**config.mk**
```make
export PLATFORM = sky130hd
export DESIGN_NAME = mem_arbiter_rr
export DESIGN_NICKNAME = d
export VERILOG_FILES = /design/src/rtl/mem_arbiter_rr.sv
export SDC_FILE = /design/constraint.sdc
export NUM_CORES = 1
export LEC_CHECK = 0
export CORE_MARGIN = 5
export CORE_UTILIZATION = 45
export CTS_CLUSTER_DIAMETER = 80
export DETAILED_ROUTE_END_ITERATION = 16
export GPL_TIMING_DRIVEN = 0
export PLACE_DENSITY = 0.82
export SLEW_MARGIN = 20
export SYNTH_ARGS = -nofsm -noshare
export SYNTH_HDL_FRONTEND = slang
export SYNTH_SLANG_ARGS = --single-unit
```
**constraint.sdc**
```tcl
create_clock -name clk -period 17.1 [get_ports clk]
set_input_delay 3.42 -clock clk [delete_from_list [all_inputs] [get_ports clk]]
set_output_delay 3.42 -clock clk [all_outputs]
set_load 0.03 [all_outputs]
```
**src/rtl/mem_arbiter_rr.sv**
```systemverilog
// Shared single-port data memory arbiter for a C-core array: one round-robin memory grant per
// cycle with 1-cycle read return, plus an NL-entry mutex table with owner tracking.
module mem_arbiter_rr #(
  parameter int unsigned C  = 8,
  parameter int unsigned AW = 16,
  parameter int unsigned DW = 16,
  parameter int unsigned NL = 16,
  parameter int unsigned LW = $clog2(NL),
  parameter int unsigned CW = $clog2(C)
) (
  input  logic            clk,
  input  logic            reset,
  input  logic [C-1:0]    req,
  input  logic [C-1:0]    we,
  input  logic [C*AW-1:0] adr,
  input  logic [C*DW-1:0] wdat,
  output logic [C-1:0]    gnt,
  output logic [C-1:0]    rvalid,
  output logic [DW-1:0]   rdat,
  output logic [AW-1:0]   mem_adr,
  output logic [DW-1:0]   mem_wdat,
  output logic            mem_we,
  input  logic [DW-1:0]   mem_rdat,
  input  logic [C-1:0]    lock_req,
  input  logic [C-1:0]    unlock_req,
  input  logic [C*LW-1:0] lock_id,
  output logic [C-1:0]    lock_ac,
  output logic [C-1:0]    lock_err,
  output logic [NL-1:0]   lock_state
);

  // Returns {found, index} of the first set bit of vec at or after ptr, wrapping modulo C.
  function automatic logic [CW:0] rr_pick(input logic [C-1:0] vec, input logic [CW-1:0] ptr);
    logic [CW:0] res;
    int unsigned idx;
    res = '0;
    for (int unsigned off = 0; off < C; off++) begin
      idx = 32'(ptr) + off;
      if (idx >= C) idx = idx - C;
      if (!res[CW] && vec[idx[CW-1:0]]) res = {1'b1, idx[CW-1:0]};
    end
    return res;
  endfunction

  function automatic logic [CW-1:0] inc_mod(input logic [CW-1:0] v);
    return (32'(v) == C - 1) ? '0 : v + 1'b1;
  endfunction

  // Memory arbitration state
  logic [CW-1:0] rr_mem_q, rr_mem_d;
  logic          rd_pend_q, rd_pend_d;
  logic [CW-1:0] rd_id_q, rd_id_d;

  // Lock table state
  logic [CW-1:0]         rr_lock_q, rr_lock_d;
  logic [NL-1:0]         held_q, held_d;
  logic [NL-1:0][CW-1:0] owner_q, owner_d;

  logic [CW:0]   mem_pick;
  logic          mem_found;
  logic [CW-1:0] mem_win;

  assign mem_pick  = rr_pick(req, rr_mem_q);
  assign mem_found = mem_pick[CW];
  assign mem_win   = mem_pick[CW-1:0];

  always_comb begin
    gnt       = '0;
    mem_adr   = '0;
    mem_wdat  = '0;
    mem_we    = 1'b0;
    rd_pend_d = 1'b0;
    rd_id_d   = rd_id_q;
    rr_mem_d  = rr_mem_q;
    if (mem_found && !reset) begin
      gnt[mem_win] = 1'b1;
      mem_adr      = adr[mem_win*AW +: AW];
      mem_wdat     = wdat[mem_win*DW +: DW];
      mem_we       = we[mem_win];
      rd_pend_d    = ~we[mem_win];
      rd_id_d      = mem_win;
      rr_mem_d     = inc_mod(mem_win);
    end
  end

  // Read data is broadcast; rvalid tells which core the returning word belongs to.
  always_comb begin
    rvalid = '0;
    if (rd_pend_q && !reset) rvalid[rd_id_q] = 1'b1;
  end

  assign rdat = mem_rdat;

  logic [LW-1:0] cur_id;
  logic [C-1:0]  unlock_ack;
  logic [C-1:0]  unlock_bad;
  logic [C-1:0]  lock_cand;
  logic [NL-1:0] unlock_clr;

  // Unlocks always ack; a core unlocking this cycle is not a lock candidate.
  always_comb begin
    cur_id     = '0;
    unlock_ack = '0;
    unlock_bad = '0;
    lock_cand  = '0;
    unlock_clr = '0;
    for (int unsigned i = 0; i < C; i++) begin
      cur_id = lock_id[i*LW +: LW];
      if (unlock_req[i]) begin
        unlock_ack[i] = 1'b1;
        if (held_q[cur_id] && owner_q[cur_id] == CW'(i)) begin
          unlock_clr[cur_id] = 1'b1;
        end else begin
          unlock_bad[i] = 1'b1;
        end
      end else if (lock_req[i] && !held_q[cur_id]) begin
        lock_cand[i] = 1'b1;
      end
    end
  end

  logic [CW:0]   lock_pick;
  logic          lock_found;
  logic [CW-1:0] lock_win;
  logic [LW-1:0] win_id;
  logic [C-1:0]  lock_win_oh;

  assign lock_pick  = rr_pick(lock_cand, rr_lock_q);
  assign lock_found = lock_pick[CW];
  assign lock_win   = lock_pick[CW-1:0];

  // A winning lock targets a free id while a legal unlock targets a held one, so they never collide.
  always_comb begin
    held_d      = held_q & ~unlock_clr;
    owner_d     = owner_q;
    rr_lock_d   = rr_lock_q;
    lock_win_oh = '0;
    win_id      = lock_id[lock_win*LW +: LW];
    if (lock_found) begin
      lock_win_oh[lock_win] = 1'b1;
      held_d[win_id]        = 1'b1;
      owner_d[win_id]       = lock_win;
      rr_lock_d             = inc_mod(lock_win);
    end
  end

  always_comb begin
    lock_ac    = '0;
    lock_err   = '0;
    lock_state = '0;
    if (!reset) begin
      lock_ac    = unlock_ack | lock_win_oh;
      lock_err   = unlock_bad;
      lock_state = held_q;
    end
  end

  always_ff @(posedge clk) begin
    if (reset) begin
      rr_mem_q  <= '0;
      rd_pend_q <= 1'b0;
      rd_id_q   <= '0;
      rr_lock_q <= '0;
      held_q    <= '0;
      owner_q   <= '0;
    end else begin
      rr_mem_q  <= rr_mem_d;
      rd_pend_q <= rd_pend_d;
      rd_id_q   <= rd_id_d;
      rr_lock_q <= rr_lock_d;
      held_q    <= held_d;
      owner_q   <= owner_d;
    end
  end

endmodule

```
# Word-level counts from Yosys, hierarchy flattened
# Index checks and enable logic that the tools add are counted.
[word_totals]
reg_bits = 74
latchBits = 0
mem_bits_rw = 0
rom_bits = 0
output_inout_bits = 97
memories = 0
[classes]
addsub = 32
multipliers = 0
div = 0
order_cmp = 56
n_eq_ne = 9
shifts = 3
muxes = 193
bitwise_logic = 13
n_reduce_logical = 69
[op_table]
columns = ["operator", "count"]
rows = [
  ["two-way mux 16 bit", 20],
  ["variable part select 128 x 8 -> 16 bit", 2],
  ["OR 16 bit", 8],
  ["binary-select mux 3 bit (select 4 bit)", 8],
  ["two-way mux 3 bit", 27],
  ["two-way mux 1 bit", 78],
  ["less-than comparator 3 x 4 -> 1 bit, second input constant", 19],
  ["two-way mux 4 bit", 16],
  ["greater-or-equal comparator 4 bit, second input constant", 14],
  ["binary-select mux 1 bit (select 3 bit)", 17],
  ["bitwise mux 48 bit", 1],
  ["subtractor 3 x 1 -> 3 bit, second input constant", 16],
  ["less-than comparator 4 x 5 -> 1 bit, second input constant", 9],
  ["logical AND 1 bit", 44],
  ["two-way mux 8 bit", 5],
  ["demux 1 bit (select 4 bit)", 9],
  ["greater-or-equal comparator 4 x 1 -> 1 bit, second input constant", 9],
  ["adder 3 x 3 -> 4 bit, second input constant", 8],
  ["binary-select mux 1 bit (select 4 bit)", 8],
  ["variable part select 32 x 6 -> 4 bit", 1],
  ["logical NOT 1 bit", 23],
  ["equality test 3 bit, second input constant", 6],
  ["adder 3 x 2 -> 4 bit, second input constant", 4],
  ["bitwise AND 16 bit", 1],
  ["13 further kinds", 22],
]

# Depth between registers and ports, before layout
[depth]
depth_word = 37
mapped_depth = 22
mapped_depth_nobuf = 18

# Worst setup path before layout
# OpenSTA, ideal clock, no wires.
[synth_path]
kind = "input to output"
startpoint = "input req[6]"
endpoint = "output mem_adr[10]"
t_arrival_ps = 7271
path_slack_ps = 6409
path_stages = 12
n_path_buf = 3
cell_sequence = "mux4_2 -> mux2i_1 -> nand2_1 -> or3_1 -> nor3_1 -> a21oi_1 -> o21ai_0 -> clkbuf_1 -> clkbuf_1 -> clkbuf_1 -> nor2_1 -> a311oi_1"
[synth_via]
elab_chain_cells = 26
[synth_lines]
columns = ["element", "line", "text"]
rows = [
  ["start: declaration", "13", "input logic [C-1:0] req,"],
  ["binary-select mux 1 bit (select 3 bit)", "40", "if (!res[CW] && vec[idx[CW-1:0]]) res = {1'b1, idx[CW-1:0]};"],
  ["two-way mux 1 bit (not written as such)", "40", ""],
  ["two-way mux 4 bit", "40", ""],
  ["logical NOT 1 bit", "40", ""],
  ["logical AND 1 bit", "40", ""],
  ["two-way mux 4 bit", "40", ""],
  ["logical NOT 1 bit", "40", ""],
  ["logical AND 1 bit", "40", ""],
  ["[... 11 more ...]", "n/a", ""],
  ["logical AND 1 bit", "40", ""],
  ["two-way mux 4 bit", "40", ""],
  ["logical NOT 1 bit", "40", ""],
  ["logical AND 1 bit", "40", ""],
  ["two-way mux 4 bit (*)", "40", ""],
  ["via mem_pick[1]", "59", "logic [CW:0] mem_pick;"],
  ["variable part select 128 x 8 -> 16 bit (*)", "77", "mem_adr = adr[mem_win*AW +: AW];"],
  ["two-way mux 16 bit (*)", "75", "if (mem_found && !reset) begin"],
  ["end: declaration", "20", "output logic [AW-1:0] mem_adr,"],
]
# The timed path passes the listed nets; every way through them passes the cells marked *. The select of a mux whose other input is x is not followed.

# Final worst setup path
[layout_path]
startpoint = "input req[6]"
endpoint = "output mem_wdat[12]"
[layout_via]
elab_chain_cells = 26
[layout_lines]
columns = ["element", "line", "text"]
rows = [
  ["binary-select mux 1 bit (select 3 bit)", "40", ""],
  ["two-way mux 1 bit (not written as such)", "40", ""],
  ["two-way mux 4 bit", "40", ""],
  ["logical NOT 1 bit", "40", ""],
  ["logical AND 1 bit", "40", ""],
  ["two-way mux 4 bit", "40", ""],
  ["logical NOT 1 bit", "40", ""],
  ["logical AND 1 bit", "40", ""],
  ["[... 10 more ...]", "n/a", ""],
  ["logical NOT 1 bit", "40", ""],
  ["logical AND 1 bit", "40", ""],
  ["two-way mux 4 bit", "40", ""],
  ["logical NOT 1 bit", "40", ""],
  ["logical AND 1 bit", "40", ""],
  ["two-way mux 4 bit (*)", "40", ""],
  ["variable part select 128 x 8 -> 16 bit or logical AND 1 bit (tied branches)", "78, 75", ""],
  ["two-way mux 16 bit (*)", "75", ""],
  ["end: declaration", "21", "output logic [DW-1:0] mem_wdat,"],
]
# Mark *: on every way between the ends. The rest lies on a longest branch, timed or not. The select of a mux whose other input is x is not followed.

==> out/qor.yml <==
dp_slack_ns: 3.68
antenna_found_initial: 3
synth-seq-cells: 74
max_stage_delay_ns: 1.00
timing.setup.tns_ns: 0
critPathLaunchType: "input port"
worst_pin_slew_ns: 1.27
synth_edf_count: 0
cts_sinks: 74
relSlewSlack: 0.155
drc: 0
final.fill_count: 2519
hold_viol: 0
start_util: 0.453
grt.busiest_layer: "met2"
period_share: 0.812
hpwl_microns: 62100
cts_resized: 0
vdd_drop_max_uv: 216
grt_max_degree: 16
synthArstFlopShare: 0
cts_made_buffers: 9
wl_per_cell_microns: 30.8
ys_seq_area_frac: 0.115
fin_crit_ns: 13.88
dieArea_sq_mm: 0.0322
grt_pass1_vias: 16272
fp.coreArea_sq_mm: 0.0285
yosysMostFrequentCell: "mux2i_1"
synthToLayoutAreaGrowth_pct: 37.4
clkTransAtPathRegs_ns: 0.07
leakage_nw: 6.40
clockBufferDepth: 2
grt-ovfl-total: 0
cts_tree: "built"
hp-class: "flip-flop to flip-flop"
cpMaxStageDelayCell: "clkbuf_1"
wl_microns: 76100
cap_violations: 0
nNetsFinal: 2428
power_density_mw_per_mm2: 226
h-tree-depth: 3
fmax_ghz: 0.0721
vias: 17267
drtIter0Drc: 2769
rsz0062_at_grt: "no"
cp.required_ns: 13.68
status: "complete, no violations"
drive_gt1_frac: 0.119
setup_viol: 0
ys_top_cells_by_area: "dfxtp_1 11%, mux4_2 11%, mux2i_1 11%"
avgSynthCellArea_sq_um: 7.77
cp.arrival_ns: 10.46
critical_path.cell_chain: "clkdlybuf4s50_1 -> mux4_2 -> mux2i_1 -> nand2_1 -> or3_1 -> nor3_1 -> a21oi_1 -> o21ai_0 -> clkbuf_1 -> clkbuf_1 -> mux2i_1 -> a2bb2oi_1 -> a21oi_1 -> a311oi_1 -> clkdlybuf4s50_1"
syn_area_sq_mm: 0.0129
critical_path.max_fanout: 10
synthCells: 1665
grt_usage: 0.440
port_buffers: 406
worst_slack_ns: 3.22
yosysTopAreaCellShare: 0.115
worst_clock_skew_ns: 0.00774
placed_cells: 2455
grt_use_met3: 0.141
synth_common_cells: "141 x mux2i_1, 134 x nand2_1, 133 x nor2_1"
clock-root-buffer: "clkbuf_16"
yosys_most_used_dff: "dfxtp_1"
ys_warn_count: 0
pin_count: 435
cts_hold_buf: 0
avgViaCountPerCell: 6.99
crit_buf_inv: 4
gp_congestion: 1.11
met2_usage: 0.642
rows: 62
crit_type: "input port to primary output"
ys_types: 92
insertion_delay_ns: 0.35
die_y_microns: 180
met1_usage: 0.597
dr.pass1.iters: 8
crit_family: "buffers and inverters"
grt_pass1_wl_microns: 109000
cp-end-kind: "primary output"
ant_nets: 0
syn_nets: 2011
synth_top_area_cell: "dfxtp_1"
final_max_slew_viol_count: 0
die_w_microns: 180
cts_setup_buffers: 0
final_cells: 2472
-- worst register-to-register path: cells and delay by family (launching register included) --
| family | cells | cell delay [ns] |
|---|---|---|
| AO/OA/AOI/OAI | 2 | 0.25 |
| adder cells (fa/ha/maj) | 1 | 0.30 |
| buffers and inverters | 5 | 2.48 |
| flip-flops | 1 | 0.48 |
| multiplexers | 4 | 1.81 |
| AND/OR/NAND/NOR | 4 | 1.25 |
-- routing by layer --
layer | part of all wire | routed length [microns]
met1 | 0.39 | 29400
met4 | 0.056 | 4280
met3 | 0.15 | 11300
met2 | 0.41 | 31200
met5 | 0.00030 | 23
-- sequential cells by signal (all words and copies together) (netlist names) --
| signal | flops |
|---|---|
| rd_pend_q | 1 |
| held_q | 16 |
| owner_q | 48 |
| rr_lock_q | 3 |
| rd_id_q | 3 |
| rr_mem_q | 3 |
-- logic make-up (layout without fill, tap and decap cells) --
family | after synthesis | after routing | share of synthesized area
XOR/XNOR | 8 | 8 | 0.00542
multiplexers | 278 | 278 | 0.291
buffers and inverters | 228 | 650 | 0.0764
AND/OR/NAND/NOR | 611 | 611 | 0.252
flip-flops | 74 | 74 | 0.115
other | 0 | 1 | 0
adder cells (fa/ha/maj) | 8 | 8 | 0.00774
AO/OA/AOI/OAI | 458 | 458 | 0.253
-- area by class of cell --
cell class,instances,area (sq um),area share
repair buffers,406,4060,0.229
clock inverters,7,58.8,0.00331
plain buffers,177,796,0.0448
flip-flops and latches,74,1480,0.0834
clock buffers,9,225,0.0127
multi-input cells,1363,10500,0.589
well taps,384,480,0.0271
diodes,1,2.50,0.000141
inverters,51,191,0.0108
-- per-stage QoR --
stage	util	total power, mW	hold WS [ns]	cell area (sq um)
3_5_place_dp	0.612	3.67	0.498	17500
6_report	0.622	4.01	0.518	17800
4_1_cts	0.622	3.87	0.514	17800
3_3_place_gp	0.612	3.62	0.486	17500
5_1_grt	0.622	4.14	0.564	17800
2_1_floorplan	-	2.56	0.472	12900
-- final timing paths --
check	cells past startpoint	slack, ns	endpoint	start
setup / recovery	15	3.22	mem_wdat[12]	req[6]
hold / removal	2	0.52	rd_id_q[1]$_SDFFE_PP0P_	rd_id_q[1]$_SDFFE_PP0P_
setup reg to reg	16	10.48	rd_pend_q$_SDFF_PP0_	rr_mem_q[0]$_SDFFE_PP0P_
hold reg to reg	2	0.52	rd_id_q[1]$_SDFFE_PP0P_	rd_id_q[1]$_SDFFE_PP0P_
-- placed cells by master (no fill, tap or decap), types with 10 or more instances in the layout --
cell / instances
a211oi_1: 19
a21oi_1: 92
a22oi_1: 10
a2bb2oi_1: 15
a311oi_1: 25
a31oi_1: 37
and2_1: 12
and3_1: 11
buf_1: 18
buf_2: 22
buf_4: 18
clkbuf_1: 113
clkdlybuf4s50_1: 406
dfxtp_1: 74
inv_1: 46
mux2_2: 57
mux2i_1: 141
mux4_2: 65
nand2_1: 134
nand2b_1: 80
nand3_1: 35
nand3b_1: 15
nor2_1: 133
nor2b_1: 41
nor3_1: 56
nor3b_1: 26
nor4_1: 14
o211a_1: 10
o211ai_1: 11
o21ai_0: 80
o221ai_1: 27
o22a_1: 12
o22ai_1: 15
o311ai_0: 11
-- report_power, final --
| group | internal (mW) | switching (mW) | leakage, nW | total (mW) |
|---|---|---|---|---|
| logic | 1.29 | 2.17 | 5.66 | 3.46 |
| clock network | 0.101 | 0.0896 | 0.139 | 0.191 |
| registers | 0.236 | 0.122 | 0.601 | 0.359 |
No activity file was read; power rests on OpenSTA's default activity.
